`src/rtl/cpu_control_multi.sv`:
```
`default_nettype none
// ============================================================================
// Module  : cpu_control_multi
// Brief   : Multi-cycle IF/ID/EXE/MEM/WB sequencer for the MIPS-subset datapath
//           with a shared memory port and a memory wait watchdog.
// Revision: 1.0 - initial release
// ============================================================================
module cpu_control_multi #(
    parameter int WAIT_MAX = 255
) (
    input  logic       clock,
    input  logic       reset_n,
    input  logic [5:0] op,
    input  logic [5:0] func,
    input  logic       zero,
    input  logic       mem_ready,
    output logic       mem_req,
    output logic       iord,
    output logic       wmem,
    output logic       wir,
    output logic       wpc,
    output logic [1:0] pcsource,
    output logic       wreg,
    output logic       regrt,
    output logic       m2reg,
    output logic       jal,
    output logic [3:0] aluc,
    output logic       shift,
    output logic       aluimm,
    output logic       sext,
    output logic [2:0] state,
    output logic       illegal,
    output logic       bus_err
);

    localparam logic [2:0] c_st_if  = 3'd0;
    localparam logic [2:0] c_st_id  = 3'd1;
    localparam logic [2:0] c_st_exe = 3'd2;
    localparam logic [2:0] c_st_mem = 3'd3;
    localparam logic [2:0] c_st_wb  = 3'd4;

    localparam logic [3:0] c_k_alu = 4'd0;
    localparam logic [3:0] c_k_lw  = 4'd1;
    localparam logic [3:0] c_k_sw  = 4'd2;
    localparam logic [3:0] c_k_beq = 4'd3;
    localparam logic [3:0] c_k_bne = 4'd4;
    localparam logic [3:0] c_k_j   = 4'd5;
    localparam logic [3:0] c_k_jal = 4'd6;
    localparam logic [3:0] c_k_jr  = 4'd7;
    localparam logic [3:0] c_k_ill = 4'd8;

    localparam logic [15:0] c_wait_max = 16'(WAIT_MAX);

    logic [2:0]  r_state;
    logic [15:0] r_wait_cnt;
    logic [3:0]  w_kind;
    logic [2:0]  w_next;
    logic        w_mem_phase;
    logic        w_expire;
    logic        w_wir;
    logic        w_wpc;
    logic        w_wreg;
    logic        w_illegal;

    // Instruction decode; every field stays 0 for an unsupported op/func.
    always_comb begin
        w_kind = c_k_ill;
        regrt  = 1'b0;
        m2reg  = 1'b0;
        jal    = 1'b0;
        aluc   = 4'b0000;
        shift  = 1'b0;
        aluimm = 1'b0;
        sext   = 1'b0;
        case (op)
            6'h00: begin
                case (func)
                    6'h20: begin w_kind = c_k_alu; aluc = 4'b0000; end
                    6'h22: begin w_kind = c_k_alu; aluc = 4'b0100; end
                    6'h24: begin w_kind = c_k_alu; aluc = 4'b0001; end
                    6'h25: begin w_kind = c_k_alu; aluc = 4'b0101; end
                    6'h26: begin w_kind = c_k_alu; aluc = 4'b0010; end
                    6'h00: begin w_kind = c_k_alu; aluc = 4'b0011; shift = 1'b1; end
                    6'h02: begin w_kind = c_k_alu; aluc = 4'b0111; shift = 1'b1; end
                    6'h03: begin w_kind = c_k_alu; aluc = 4'b1111; shift = 1'b1; end
                    6'h08: w_kind = c_k_jr;
                    default: w_kind = c_k_ill;
                endcase
            end
            6'h08: begin w_kind = c_k_alu; aluc = 4'b0000; regrt = 1'b1; aluimm = 1'b1; sext = 1'b1; end
            6'h0C: begin w_kind = c_k_alu; aluc = 4'b0001; regrt = 1'b1; aluimm = 1'b1; end
            6'h0D: begin w_kind = c_k_alu; aluc = 4'b0101; regrt = 1'b1; aluimm = 1'b1; end
            6'h0E: begin w_kind = c_k_alu; aluc = 4'b0010; regrt = 1'b1; aluimm = 1'b1; end
            6'h0F: begin w_kind = c_k_alu; aluc = 4'b0110; regrt = 1'b1; aluimm = 1'b1; end
            6'h23: begin
                w_kind = c_k_lw; regrt = 1'b1; m2reg = 1'b1; aluimm = 1'b1; sext = 1'b1;
            end
            6'h2B: begin w_kind = c_k_sw;  aluimm = 1'b1; sext = 1'b1; end
            6'h04: begin w_kind = c_k_beq; aluc = 4'b0100; sext = 1'b1; end
            6'h05: begin w_kind = c_k_bne; aluc = 4'b0100; sext = 1'b1; end
            6'h02: w_kind = c_k_j;
            6'h03: begin w_kind = c_k_jal; jal = 1'b1; end
            default: w_kind = c_k_ill;
        endcase
    end

    // Expiry only when the memory is still silent; a late ready completes normally.
    assign w_mem_phase = (r_state == c_st_if) || (r_state == c_st_mem);
    assign w_expire    = w_mem_phase && !mem_ready && (r_wait_cnt == c_wait_max);

    always_comb begin
        w_next    = r_state;
        w_wir     = 1'b0;
        w_wpc     = 1'b0;
        w_wreg    = 1'b0;
        w_illegal = 1'b0;
        pcsource  = 2'b00;
        case (r_state)
            c_st_if: begin
                if (mem_ready) begin
                    w_wir  = 1'b1;
                    w_wpc  = 1'b1;
                    w_next = c_st_id;
                end else if (w_expire) begin
                    w_next = c_st_if;
                end
            end
            c_st_id: begin
                w_next = c_st_if;
                case (w_kind)
                    c_k_j:   begin w_wpc = 1'b1; pcsource = 2'b11; end
                    c_k_jal: begin w_wpc = 1'b1; w_wreg = 1'b1; pcsource = 2'b11; end
                    c_k_jr:  begin w_wpc = 1'b1; pcsource = 2'b10; end
                    c_k_ill: w_illegal = 1'b1;
                    default: w_next = c_st_exe;
                endcase
            end
            c_st_exe: begin
                case (w_kind)
                    c_k_beq: begin w_wpc = zero;  pcsource = 2'b01; w_next = c_st_if; end
                    c_k_bne: begin w_wpc = !zero; pcsource = 2'b01; w_next = c_st_if; end
                    c_k_lw, c_k_sw: w_next = c_st_mem;
                    default: w_next = c_st_wb;
                endcase
            end
            c_st_mem: begin
                if (mem_ready) begin
                    w_next = (w_kind == c_k_sw) ? c_st_if : c_st_wb;
                end else if (w_expire) begin
                    w_next = c_st_if;
                end
            end
            c_st_wb: begin
                w_wreg = 1'b1;
                w_next = c_st_if;
            end
            default: w_next = c_st_if;
        endcase
    end

    always_ff @(posedge clock or negedge reset_n) begin
        if (!reset_n) begin
            r_state    <= c_st_if;
            r_wait_cnt <= 16'd0;
        end else begin
            r_state <= w_next;
            if (w_mem_phase && !mem_ready && !w_expire) begin
                r_wait_cnt <= r_wait_cnt + 16'd1;
            end else begin
                r_wait_cnt <= 16'd0;
            end
        end
    end

    // Every enable is held low for as long as reset is asserted.
    assign mem_req = reset_n && w_mem_phase && !w_expire;
    assign iord    = (r_state == c_st_mem);
    assign wmem    = reset_n && (r_state == c_st_mem) && (w_kind == c_k_sw) && !w_expire;
    assign wir     = reset_n && w_wir;
    assign wpc     = reset_n && w_wpc;
    assign wreg    = reset_n && w_wreg;
    assign illegal = reset_n && w_illegal;
    assign bus_err = reset_n && w_expire;
    assign state   = r_state;

endmodule
`default_nettype wire

```
`config.mk`:
```
export PLATFORM = sky130hd
export DESIGN_NAME = cpu_control_multi
export DESIGN_NICKNAME = d
export VERILOG_FILES = /design/src/rtl/cpu_control_multi.sv
export SDC_FILE = /design/constraint.sdc
export NUM_CORES = 1
export LEC_CHECK = 0
export CAP_MARGIN = 20
export CORE_MARGIN = 2
export CORE_UTILIZATION = 30
export CTS_BUF_LIST = sky130_fd_sc_hd__clkbuf_2
export CTS_CLUSTER_DIAMETER = 50
export DETAILED_ROUTE_END_ITERATION = 10
export REMOVE_ABC_BUFFERS = 1
export SYNTH_ARGS = -nofsm -noshare
export SYNTH_HDL_FRONTEND = slang
export SYNTH_SLANG_ARGS = --single-unit
```
`constraint.sdc`:
```
create_clock -name clock -period 3.9 [get_ports clock]
set_input_delay 1.17 -clock clock [delete_from_list [all_inputs] [get_ports clock]]
set_output_delay 1.17 -clock clock [all_outputs]
set_load 0.02 [all_outputs]
```
==> results of run 1 <==
-- final timing paths --
path | to | depth (start not counted) | from | slack (ns)
worst min-delay path | r_wait_cnt[0] | 1 | r_wait_cnt[0] | 0.50
worst max register to register | state[1] | 7 | r_wait_cnt[0] | 2.01
worst max-delay path | wreg | 7 | op[2] | 0.08
max in group asynchronous | r_wait_cnt[10] | 4 | reset_n | 2.44
min in group asynchronous | r_wait_cnt[7] | 2 | reset_n | 1.16
worst min register to register | r_wait_cnt[0] | 1 | r_wait_cnt[0] | 0.50
-- layout make-up --
cell class	count	area [sq um]
inverter	5	18.8
clock buffer	4	20.0
fill	497	2530
timing repair buffer	80	624
sequential	19	475
multi-input combinational	151	975
tap	67	83.8
-- through the flow --
step	TNS, ns	hold slack (ns)	instance area [sq um]
floorplan	0	0.455	1430
global placement	-8.58	0.474	2200
detailed placement	-8.56	0.482	2200
CTS	-0.0327	0.503	2200
global route	0	0.546	2200
finish	0	0.501	2200
-- report_power, final --
part           internal (W)  switching [W]  leakage [nW]
clock             0.0000272      0.0000588        0.0166
sequential         0.000204      0.0000117         0.262
combinational     0.0000848      0.0000860         0.725
total              0.000316       0.000156          1.00
-- logic make-up after synthesis --
| group | after synthesis | synth area share [%] |
|---|---|---|
| compound gates | 30 | 13.0 |
| xor+xnor | 15 | 8.93 |
| fa+ha+maj | 1 | 0.850 |
| buf+inv | 14 | 4.42 |
| flops | 19 | 32.3 |
| mux | 2 | 1.45 |
| simple gates | 103 | 39.0 |
-- layer usage --
layer	vias to the layer above	global-route usage [%]	routed length [um]
li1	812	-	-
met5	-	0	0
met3	4	2.44	188
met4	0	4.24	23
met1	758	21.3	1850
met2	37	28.6	1970
-- cell usage in the layout, fill, tap and decap left out, types with 6 or more instances in the layout --
cell,count
a21oi_1,9
buf_2,8
buf_4,43
clkbuf_2,8
clkdlybuf4s50_1,12
dfrtp_1,19
dlygate4sd2_1,8
nand2_1,11
nand3_1,12
nor2_1,29
nor3_1,6
xor2_1,11
-- cells in the mapped netlist (2+ instances only) --
master,instances,area [sq um]
o22ai_1,4,25.0
buf_2,4,20.0
o21ai_0,5,25.0
inv_1,5,18.8
a21oi_1,9,45.0
nand4_1,5,31.3
dfrtp_1,19,475
nand2b_1,2,12.5
nor3_2,2,20.0
nand4b_1,2,17.5
clkbuf_1,4,15.0
nor4b_1,2,17.5
and3b_1,3,26.3
nand3_1,13,65.1
nor3_1,6,30.0
nor4_1,3,18.8
nand2_1,12,45.0
nor3b_1,4,30.0
nor2b_1,4,25.0
a31oi_1,2,12.5
nor2_1,30,113
xor2_1,11,96.3
or3_1,3,18.8
and3_1,3,18.8
xnor2_1,4,35.0
-- repair_timing --
action,4_1_cts,5_1_grt
buffers inserted,0,0
cloned,0,0
resized for setup,76,15
pin swaps,7,4
setup endpoints to repair,19,8
-- sequential cells by signal, summed over array words and instances (netlist names) --
signal	count
state	3
r_wait_cnt	16
==> metrics.cfg, run 1 <==
[power_and_ir_drop]
leakage_nw = 1.00
ir_drop_v = 0.0000830
totalPowerFinal_w = 0.000473
p_per_area_mw_per_mm2 = 215

[sta]
setup_violations = 0
layout_setup_ws_ns = 0.0758
worst_pin_slew_ns = 0.514
fmax_mhz = 261
finClkSkew_ns = 0.00755
drv_slew = 0
period_share_pct = 98.1
rsz0062_at_grt = false
period_minus_slack_ns = 3.82
hold_viol = 0
relSlewSlack_pct = 65.5

[critical_path]
critPathSlowestCell = or4_4
cp_max_fo = 3
critPathArrivalTime_ns = 2.65
crit_chain = buf_2, or4_4, nor3_4, nand2_1, mux2_4, nor3b_2, buf_4
crit_required_ns = 2.73
cp_top_family = simple AND/OR/NAND/NOR gates
end_kind = primary output
path_class = input pin to primary output
critPathMaxStageDelay_ns = 0.58
critPathBufInv = 2
cp-start-kind = input pin

[global_routing]
grt_max_degree = 16
grt_pass1_vias = 1639
antenna_found_initial = 0
grt_usage_pct = 16.4
grt_pass1_wl_um = 7320
grt_overflow_total = 0

[layout]
insertedDiodeCount = 0
fin_util_pct = 46.5
drive_gt1_share_pct = 29.0
fin_nets = 277
fin_cells = 326
syn2layout_area_growth_pct = 49.3

[job]
drv_cap = 0

[floorplanning]
die_h_um = 74.0
rows = 25
start_util_pct = 31.2
die-area_sq_mm = 0.00548
core_sq_mm = 0.00472
fp.dieW_um = 74.0
num_io_pins = 39

[detailed_routing]
vias = 1611
routed_wirelength_um = 4040
viasPerCell = 4.94
wl_per_cell_um = 12.4
first_pass_iters = 4
drc = 0
drtIter0Drc = 104
antenna_left = 0

[clocking]
clkTransAtPathRegs_ns = 0.17
clkSinkCount = 19
hold_buffers = 0
cts_root_buf = clkbuf_2
clock_latency_ns = 0.30
tritoncts = built
cts_made_buffers = 3
cts_buffer_depth = 2
h-tree-depth = 1

[synthesis]
netlist_area_sq_mm = 0.00147
async_reset_ff_share_pct = 100
syn_area_per_cell_sq_um = 8.00
synth_cell_types = 48
ys_ff_latch = 19
synthCells = 184
ys_seq_area_share_pct = 32.3
synthFlopType = dfrtp_1
synth-edff-count = 0
yosysWarnings = 0

[placement]
gp_congestion = 0.783
place_inst = 321
dp_hpwl_um = 3040
place_ws_ns = -0.706
numPortBuffers = 38

[hold_path]
min_path_type = register to register

[outcome]
outcome = complete, no violations

Note: power is estimated with default switching activity, not from simulation.
==> run 2: changes to the inputs <==
==> constraint.sdc (replaced) <==
create_clock -name clock -period 3.8 [get_ports clock]
set_input_delay 1.14 -clock clock [delete_from_list [all_inputs] [get_ports clock]]
set_output_delay 1.14 -clock clock [all_outputs]
set_load 0.02 [all_outputs]
==> metrics.cfg, run 2 (synthesized netlist as in run 1, its figures left out) <==
[outcome]
outcome = complete, no violations

[floorplanning]
die_h_um = 74.0  ; unchanged
start_util_pct = 31.2  ; unchanged
fp.dieW_um = 74.0  ; unchanged
die-area_sq_mm = 0.00548  ; unchanged
num_io_pins = 39  ; unchanged
core_sq_mm = 0.00472  ; unchanged
rows = 25  ; unchanged

[detailed_routing]
routed_wirelength_um = 3870  ; -4.2%
viasPerCell = 4.83  ; -2.2%
antenna_left = 0  ; unchanged
wl_per_cell_um = 11.8  ; -4.5%
drtIter0Drc = 58  ; -44%
vias = 1581  ; -1.9%
first_pass_iters = 4  ; unchanged
drc = 0  ; unchanged

[layout]
final_common_cell = buf_4
fillCellCount = 503  ; +1.2%
fin_area_sq_mm = 0.00219  ; -0.17%
fin_cells = 327  ; +0.31%
insertedDiodeCount = 0  ; unchanged
largest_reg_flops = 16  ; unchanged
fin_nets = 278  ; +0.36%
regMostFlops = r_wait_cnt
syn2layout_area_growth_pct = 49.1
drive_gt1_share_pct = 30.0  ; +1.0 points
layout_common_cells = buf_4, nor2_1, dfrtp_1, nand3_1

[critical_path]
path_class = input pin to primary output
end_kind = primary output
crit_required_ns = 2.66  ; -0.07 ns
crit_chain = buf_6, or4_4, nor3_4, nand2_1, mux2_4, nor3b_2, buf_4
cp_max_fo = 3  ; unchanged
critPathMaxStageDelay_ns = 0.58  ; about the same
worst_r2r_path_depth = 7  ; unchanged
critPathSlowestCell = or4_4
critPathArrivalTime_ns = 2.62  ; -0.03 ns
cp-start-kind = input pin

[global_routing]
antenna_found_initial = 0  ; unchanged
grt_max_degree = 16  ; unchanged
grt_util_met2_pct = 27.8  ; -0.79 points
grt_pass1_vias = 1631  ; -0.49%
met3_usage_pct = 2.98  ; +0.54 points
grt_pass1_wl_um = 7030  ; -3.9%
met1_usage_pct = 20.0  ; -1.3 points
busiest_layer = met2
grt_usage_pct = 15.7  ; -0.68 points
grt_overflow_total = 0  ; unchanged

[clocking]
clkTransAtPathRegs_ns = 0.16  ; about the same
cts_buffer_depth = 2  ; unchanged
clkSinkCount = 19  ; unchanged
cts_made_buffers = 3  ; unchanged
h-tree-depth = 1  ; unchanged
clock_latency_ns = 0.30  ; about the same
tritoncts = built
cts_root_buf = clkbuf_2

[placement]
place_inst = 321  ; unchanged
postPlaceCellArea_sq_mm = 0.00220  ; unchanged
place_ws_ns = -0.751  ; -0.0457 ns
numPortBuffers = 38  ; unchanged
dp_hpwl_um = 3040  ; -0.11%
gp_congestion = 0.782  ; about the same

[sta]
period_share_pct = 98.9
layout_setup_ws_ns = 0.0416  ; -0.0343 ns
hold_viol = 0  ; unchanged
finClkSkew_ns = 0.0113  ; +0.00376 ns
drv_slew = 0  ; unchanged
rsz0062_at_grt = true
hold_slack_ns = 0.498  ; -0.00260 ns
worst_pin_slew_ns = 0.496  ; -0.0178 ns
fmax_mhz = 266
period_minus_slack_ns = 3.76
relSlewSlack_pct = 66.7  ; +1.2 points
setup_violations = 0  ; unchanged

[hold_path]
min_path_type = register to register
worstHoldPathCells = 1  ; unchanged

[power_and_ir_drop]
totalPowerFinal_w = 0.000482  ; +1.9%
p_per_area_mw_per_mm2 = 220  ; +2.1%
leakage_nw = 1.02  ; +1.4%
ir_drop_v = 0.0000770  ; -7.1%

[job]
drv_cap = 0  ; unchanged

-- run 2: report_power, final --
group | total [W] | internal [W] | switching [W]
clock | 0.0000876 | 0.0000279 | 0.0000597
sequential | 0.000221 | 0.000210 | 0.0000119
combinational | 0.000173 | 0.0000856 | 0.0000871
total | 0.000482 | 0.000323 | 0.000159
-- run 2: area by class of cell --
class | instances | area [sq um] | share of cell area (%)
multi-input cells | 151 | 968 | 44.2
repair buffers | 81 | 627 | 28.6
flip-flops and latches | 19 | 475 | 21.7
well taps | 67 | 83.8 | 3.82
clock buffers | 4 | 20.0 | 0.913
inverters | 5 | 18.8 | 0.856
-- run 2: routing by layer --
layer | vias up | share of wire [%]
li1 | 815 | -
met5 | - | 0
met1 | 730 | 48
met3 | 2 | 5.2
met2 | 34 | 47
met4 | 0 | 0.31
-- run 2: path summary, 6_finish.rpt --
check,slack [ns],from,endpoint
hold / removal,0.50,r_wait_cnt[0],r_wait_cnt[0]
setup / recovery,0.04,op[2],wreg
hold reg to reg,0.50,r_wait_cnt[0],r_wait_cnt[0]
max in group asynchronous,2.38,reset_n,r_wait_cnt[11]
setup reg to reg,1.92,r_wait_cnt[0],state[1]
min in group asynchronous,1.13,reset_n,r_wait_cnt[7]
-- run 2: what timing repair did --
item | in CTS | in global routing
hold buffers | 0 | 0
endpoints found under the setup margin | 19 | 11
buffers inserted | 1 | 0
pin swaps | 4 | 3
resized for setup | 74 | 16
-- run 2: through the flow --
step,util (%),TNS [ns]
after floorplan,-,0
after global placement,46.5,-9.34
after detailed placement,46.5,-9.12
after CTS,46.4,-0.0681
after global routing,46.4,-0.0203
final,46.4,0
-- run 2: critical path: cells and delay by family --
kind	cells	cell delay, ns
buf+inv	2	0.25
mux	1	0.28
simple gates	4	0.95
==> run 3: changes to the inputs <==
--- a/config.mk
+++ b/config.mk
@@ -12,6 +12,7 @@
 export CTS_CLUSTER_DIAMETER = 50
 export DETAILED_ROUTE_END_ITERATION = 10
 export REMOVE_ABC_BUFFERS = 1
+export SLEW_MARGIN = 40
 export SYNTH_ARGS = -nofsm -noshare
 export SYNTH_HDL_FRONTEND = slang
 export SYNTH_SLANG_ARGS = --single-unit
==> metrics.cfg, run 3 (synthesized netlist as in run 1, its figures left out) <==
[floorplanning]
rows = 25  ; unchanged
die-area_sq_mm = 0.00548  ; unchanged
fp.dieW_um = 74.0  ; unchanged
die_h_um = 74.0  ; unchanged
core_sq_mm = 0.00472  ; unchanged
num_io_pins = 39  ; unchanged
start_util_pct = 31.2  ; unchanged

[sta]
finClkSkew_ns = 0.0106  ; -0.000696 ns
rsz0062_at_grt = true
setup_violations = 0  ; unchanged
hold_viol = 0  ; unchanged
period_minus_slack_ns = 3.77  ; +0.0128 ns
fmax_mhz = 265  ; -0.34%
relSlewSlack_pct = 58.4  ; -8.2 points
worst_pin_slew_ns = 0.623  ; +0.127 ns
layout_setup_ws_ns = 0.0288  ; -0.0128 ns
period_share_pct = 99.2  ; +0.34 points
drv_slew = 0  ; unchanged

[placement]
postPlaceCellArea_sq_mm = 0.00220  ; +0.17%
place_inst = 321  ; unchanged
gp_congestion = 0.782  ; unchanged
numPortBuffers = 38  ; unchanged
dp_hpwl_um = 3060  ; +0.68%
place_ws_ns = -0.749  ; +0.00275 ns

[critical_path]
cp-start-kind = input pin
worst_r2r_path_depth = 5  ; -2
rr_startpoint = r_wait_cnt[0]
r2r_end = r_wait_cnt[9]
ff2ff_setup_slack_ns = 1.91  ; about the same
crit_chain = buf_6, or4_4, nor3_4, nand2_1, mux2_4, nor3b_2, buf_4
end_kind = primary output
path_class = input pin to primary output
critPathSlowestCell = or4_4
crit_required_ns = 2.66  ; about the same
critPathMaxStageDelay_ns = 0.58  ; about the same
cp_max_fo = 3  ; unchanged
critPathArrivalTime_ns = 2.63  ; about the same

[power_and_ir_drop]
ir_drop_v = 0.0000684  ; -11%
p_per_area_mw_per_mm2 = 219  ; -0.40%
leakage_nw = 1.02  ; +0.32%

[hold_path]
min_to = r_wait_cnt[0]
worstHoldPathCells = 1  ; unchanged
min_path_type = register to register
hp-start = r_wait_cnt[0]

[layout]
insertedDiodeCount = 0  ; unchanged
largest_reg_flops = 16  ; unchanged
fin_nets = 278  ; unchanged
drive_gt1_share_pct = 31.2  ; +1.2 points
fin_area_sq_mm = 0.00224  ; +1.9%
final_common_cell = buf_4
layout_common_cells = buf_4, nor2_1, dfrtp_1, nand3_1
fin_cells = 327  ; unchanged
fillCellCount = 464  ; -7.8%
regMostFlops = r_wait_cnt
syn2layout_area_growth_pct = 52.0

[detailed_routing]
routed_wirelength_um = 3890  ; +0.49%
viasPerCell = 4.81  ; -0.51%
drc = 0  ; unchanged
vias = 1573  ; -0.51%
drtIter0Drc = 52  ; -10%
antenna_left = 0  ; unchanged
first_pass_iters = 4  ; unchanged
wl_per_cell_um = 11.9  ; +0.49%

[job]
drv_cap = 0  ; unchanged

[clocking]
cts_buffer_depth = 2  ; unchanged
cts_made_buffers = 3  ; unchanged
clock_latency_ns = 0.32  ; +0.02 ns
clkTransAtPathRegs_ns = 0.17  ; about the same
hold_buffers = 0  ; unchanged
h-tree-depth = 1  ; unchanged
clkSinkCount = 19  ; unchanged
cts_root_buf = clkbuf_2
tritoncts = built

[global_routing]
antenna_found_initial = 0  ; unchanged
grt_pass1_wl_um = 6930  ; -1.5%
grt_max_degree = 16  ; unchanged
grt_usage_pct = 15.7  ; -0.043 points
grt_overflow_total = 0  ; unchanged
grt_pass1_vias = 1602  ; -1.8%

[outcome]
outcome = complete, no violations

[run 3: timing repair]
action,4_1_cts,5_1_grt
endpoints found under the hold margin,0,0
buffers inserted,2,0
gates resized for setup,87,10
pin swaps,9,6
setup endpoints to repair,19,7
[run 3: report_power, final]
part | internal [W] | leakage, nW | switching [W]
Clock | 0.0000279 | 0.0166 | 0.0000645
Combinational | 0.0000877 | 0.743 | 0.0000876
Sequential | 0.000210 | 0.262 | 0.0000119
[run 3: critical path, delay by kind of cell]
family / cells / cell delay [ns]
and+or+nand+nor: 4 / 0.95
muxes: 1 / 0.28
buffers and inverters: 2 / 0.25
[run 3: cell type report]
class | count | area [sq um] | area share [%]
Multi-Input combinational cell | 151 | 985 | 44.0
Timing Repair Buffer | 81 | 653 | 29.2
Inverter | 5 | 18.8 | 0.839
Clock buffer | 4 | 20.0 | 0.895
Tap cell | 67 | 83.8 | 3.75
Sequential cell | 19 | 475 | 21.3
[run 3: layer usage]
layer	vias to the layer above	GRT usage, %	routed length, um
li1	815	-	-
met1	724	19.8	1820
met2	29	27.8	1840
met3	5	2.44	173
met4	0	4.24	44
met5	-	0	0
[run 3: how the worst max path moves through the flow]
stage                     slack (ns)     from  depth (start not counted)           to
after floorplan                0.001    op[0]                          4  pcsource[0]
after global placement         -0.73    op[4]                          7         wreg
after detailed placement       -0.75    op[4]                          7         wreg
after CTS                      -0.04    op[2]                          7         wreg
after global routing           -0.02  func[1]                          7      illegal
final                           0.03    op[4]                          7         wreg
[run 3: through the flow]
step / power [W] / TNS (ns) / hold WS [ns] / utilization (%)
global placement: 0.000399 / -9.34 / 0.474 / 46.5
floorplan: 0.000295 / 0 / 0.455 / -
CTS: 0.000493 / -0.0402 / 0.504 / 47.3
finish: 0.000489 / 0 / 0.499 / 47.3
global route: 0.000523 / -0.0424 / 0.546 / 47.3
detailed placement: 0.000401 / -9.25 / 0.482 / 46.6
==> RTL change 1: new RTL, settings of run 3 <==
Register the output `bus_err`, without a reset; this adds one clock of latency there. The other outputs are not delayed to match.
--- a/src/rtl/cpu_control_multi.sv
+++ b/src/rtl/cpu_control_multi.sv
@@ -180,7 +180,9 @@
     assign wpc     = reset_n && w_wpc;
     assign wreg    = reset_n && w_wreg;
     assign illegal = reset_n && w_illegal;
-    assign bus_err = reset_n && w_expire;
+    always_ff @(posedge clock) begin
+        bus_err <= reset_n && w_expire;
+    end
     assign state   = r_state;
 
 endmodule
Function: same outputs for any inputs over 10 cycles, from zero or initial values and one cycle with reset_n low; that may be too few to reach the edited logic, so the function may still have changed.
==> RTL change 1 against run 3 <==
- clock power increased by 68%
- core utilization decreased by 1.2 points
- via count increased by 6.7%
- maximum frequency increased by 0.11%
- sequential cell count increased by 1
- die area increased by 6.5%
- routed wire length increased by 11%
- final area increased by 4.8%
- setup slack improved by 4.3 ps
- area after synthesis increased by 6.9%
- power increased by 15%
- final cell count increased by 4.6%
- global-route usage decreased by 0.64 points
==> RTL change 1: results (changes against run 3) <==
* Status: finished clean
* Top cells by area, synth: dfrtp_1 (30%), nor2_1 (8.1%), xnor2_1 (5.0%), xor2_1 (5.0%), clkbuf_8 (3.5%)
* Ratio of cells with drive above 1 in the final layout at 0.279 (-0.0321)
* Critical Path Start: op[5]
* 1st-iter DRT viols at 65 (+25%)
* Setup WS post-layout at 33.1 ps (+4.32 ps)
* GRT Util Overall at 0.151 (-0.00641)
* Clock Power Share at 0.276 (+0.087)
* NonClk Buf Share at 0.282 (-0.0106)
* Largest net degree at the start of global routing at 17 (+1)
* Final WL at 4330 µm (+11%)
* Leak at 1.09 nW (+6.8%)
* Max incr delay on CP at 540 ps (-40 ps)
* Worst-case reg-to-reg path depth at 6 (+1)
* Inverters at 10 (+5)
* R2R setup slack at 1790 ps (-120 ps)
* Fraction of area in clock buffers and inverters at 0.0192 (+0.0103)
* Worst Tran Pin Value at 480 ps (-143 ps)
* Clock transition at path regs at 200 ps (+30 ps)
* Reg-to-Reg End: r_wait_cnt[4]
* Register share of total power at 0.413 (-0.040)
* Seq/Total Area, Yosys at 0.315 (-0.00809)
* Clock buffer cells at 3 (-1)
* Placed insts at 332 (+3.4%)
* Worst slack, placed at -901 ps (-152 ps)
* Post-layout nets at 290 (+4.3%)
* Post-synth top cells: nor2_1 (34), dfrtp_1 (19), nand2_1 (14)
* Die Span X at 76.4 µm (+3.2%)
* First-pass GRT wire length at 7440 µm (+7.4%)
* FF+latch count, synth at 20 (+1)
* Post-Syn Instances at 198 (+7.6%)
* Sw frac at 0.303 (-0.0325)
* Seq. cell area at 495 µm² (+4.2%)
* GP Congestion at 0.842 (+7.6%)
-- RTL change 1: cell count changes after synthesis, moves of 3 or more --
cell,change
nor3b_1,-3
clkbuf_8,+4
nor2_1,+4
clkbuf_1,-3
nor3_1,+4
nand3_1,-3
xnor2_1,+5
nor4_1,+3
inv_1,+5
-- RTL change 1: logic make-up after synthesis --
group,count (synthesis),synth area share
AND/OR/NAND/NOR,104,0.346
adder cells (fa/ha/maj),1,0.00795
buffers and inverters,21,0.0899
flip-flops,20,0.315
multiplexers,1,0.00636
XOR/XNOR,18,0.100
AO/OA/AOI/OAI,33,0.134
-- RTL change 1: timing repair --
item,CTS,global route
hold buffers,0,0
buffers inserted,6,1
setup endpoints to repair,18,14
resized for setup,88,17
pin swaps,12,10
-- RTL change 1: per-layer routing --
layer	routed length [µm]	vias up	track usage
li1	-	842	-
met1	1930	774	0.181
met2	2110	57	0.272
met3	226	6	0.0355
met4	55	0	0.0327
met5	0	-	0
==> RTL change 2: new RTL, config.mk and constraints of run 3 <==
Made on the original files. Set the parameter `WAIT_MAX` to 128 (it was 255).
--- a/src/rtl/cpu_control_multi.sv
+++ b/src/rtl/cpu_control_multi.sv
@@ -6,7 +6,7 @@
 // Revision: 1.0 - initial release
 // ============================================================================
 module cpu_control_multi #(
-    parameter int WAIT_MAX = 255
+    parameter int WAIT_MAX = 128
 ) (
     input  logic       clock,
     input  logic       reset_n,
Formal check against the unedited RTL: no difference found for any inputs over 10 cycles, from zero or initial values and one cycle with reset_n low; that may be too few to reach the edited logic, so the function may still have changed.
==> RTL change 2 against run 3 <==
- final area is 0.95% lower
- die area shrank 0.32%
- critical path depth stayed put
- power decreased by 3.1%
- routed wire length rose by 6.9%
- combinational power fell by 7%
- sequential cell count is the same
- area after synthesis down 0.34%
- count of clock-buffer cells in the layout is the same
- non-clock buffer count down 3
- via count shrank 0.32%
- setup slack better by 35 ps
==> RTL change 2: results (changes against run 3) <==
* Syn. warnings at 0 (unchanged)
* Diodes inserted at 0 (unchanged)
* Worst Hold Class: flip-flop to flip-flop
* Largest net degree at the start of global routing at 16 (unchanged)
* Final Max Tran Viols at 0 (unchanged)
* Largest reg by FF count: r_wait_cnt
* Async SR Flop Fraction at 1.00 (unchanged)
* Post-synth top cells: nor2_1 (33), nand2_1 (21), dfrtp_1 (19)
* Worst slack, placed at -652 ps (+96.1 ps)
* Critical-path maximum fanout at 5 (+2)
* Post-layout nets at 282 (+1.4%)
* Layout fillers at 466 (+0.43%)
* Clock skew at 9.18 ps (-1.43 ps)
* CTS HTree Levels at 1 (unchanged)
* First-pass GRT wire length at 6810 µm (-1.7%)
* Worst Tran Pin Value at 510 ps (-113 ps)
* Initial antenna violation count at 0 (unchanged)
* Post-synthesis mux area share at 0.00683 (-0.00763)
* Root Driver: clkbuf_2
* Drt first pass iters at 4 (unchanged)
* Peak supply drop at 0.000117 V (+71%)
* Leak at 1.02 nW (+0.23%)
* Compound-Gate Fraction of Synth Area at 0.128 (-0.00212)
* Seq/Total Area, Yosys at 0.324 (+0.00110)
* GP Congestion at 0.872 (+11%)
* Port bufs at 38 (unchanged)
* Distinct cell type count after synthesis at 47 (-2.1%)
* Final HPWL DP at 3230 µm (+5.5%)
* DR WL/cell at 12.6 µm (+5.9%)
* Status: finished clean
* Clock transition at path regs at 170 ps (about the same)
* Clock Path Buffers at 2 (unchanged)
* Ratio of cells with drive above 1 in the final layout at 0.281 (-0.0302)
* CTS buffer count at 3 (unchanged)
* Post-Synth Adder-Cell Area at 0.0171 (+0.00856)
* Clock Latency Late Sink at 300 ps (-20 ps)
* GRT Util Overall at 0.156 (-0.000852)
* 1st-iter DRT viols at 70 (+35%)
* Worst Path Arrival at 2600 ps (-30 ps)
* Vias in the first global route at 1508 (-5.9%)
* Vias at 1568 (-0.32%)
* Top cells by area, synth: dfrtp_1 (32%), nor2_1 (8.4%), xor2_1 (7.8%), nand2_1 (5.4%), nand3_1 (3.8%)
* Post-Synth XOR/XNOR Area at 0.0956 (+0.00628)
* Max reg flops at 16 (unchanged)
-- RTL change 2: repair_timing --
action,4_1_cts,5_1_grt
setup endpoints to repair,19,13
resized for setup,69,15
pin swaps,7,5
setup buffers,0,2
-- RTL change 2: cell families after synthesis --
group	count (synthesis)
buffers and inverters	16
DFF	19
muxes	1
xor gates and xnor gates	16
adders and majority gates	2
and+or+nand+nor	106
AOI/OAI and AO/OA	28
-- RTL change 2: area by class of cell --
class                           count  area, µm²  area share
Clock buffer                        4       20.0     0.00904
Inverter                            9       33.8      0.0153
Multi-Input combinational cell    153        985       0.445
Sequential cell                    19        475       0.215
Tap cell                           67       83.8      0.0379
Timing Repair Buffer               78        617       0.279
-- RTL change 2: final timing paths --
path,from,endpoint,slack (ps),cells after the start
worst max-delay path,op[2],aluc[2],60,7
worst min register to register,r_wait_cnt[0],r_wait_cnt[0],540,1
worst min-delay path,r_wait_cnt[0],r_wait_cnt[0],540,1
max in group asynchronous,reset_n,state[1],2330,3
min in group asynchronous,reset_n,state[0],1240,2
worst max register to register,r_wait_cnt[0],state[0],1940,8
-- RTL change 2: critical path: stages --
cell and delay (ps):
clkdlybuf4s15_1 210, nor4_4 330, nand2_2 110, or3_4 430
a21o_1 180, o21ai_2 60, buf_6 130
-- RTL change 2: per-layer routing --
| layer | track usage | wire [µm] | vias up |
|---|---|---|---|
| li1 | - | - | 811 |
| met1 | 0.211 | 1960 | 722 |
| met2 | 0.270 | 2050 | 35 |
| met3 | 0.0288 | 152 | 0 |
| met4 | 0.0141 | 0 | 0 |
| met5 | 0 | 0 | - |
-- RTL change 2: where the power goes --
| part | internal [mW] | switching, mW |
|---|---|---|
| Clock | 0.0279 | 0.0608 |
| Combinational | 0.0753 | 0.0874 |
| Sequential | 0.209 | 0.0134 |
-- RTL change 2: per-stage QoR --
step / instance area [µm²] / std cells / utilization
global placement: 2180 / 324 / 0.461
CTS: 2210 / 328 / 0.469
floorplan: 1430 / 181 / -
finish: 2210 / 330 / 0.469
detailed placement: 2180 / 324 / 0.461
global route: 2210 / 330 / 0.469
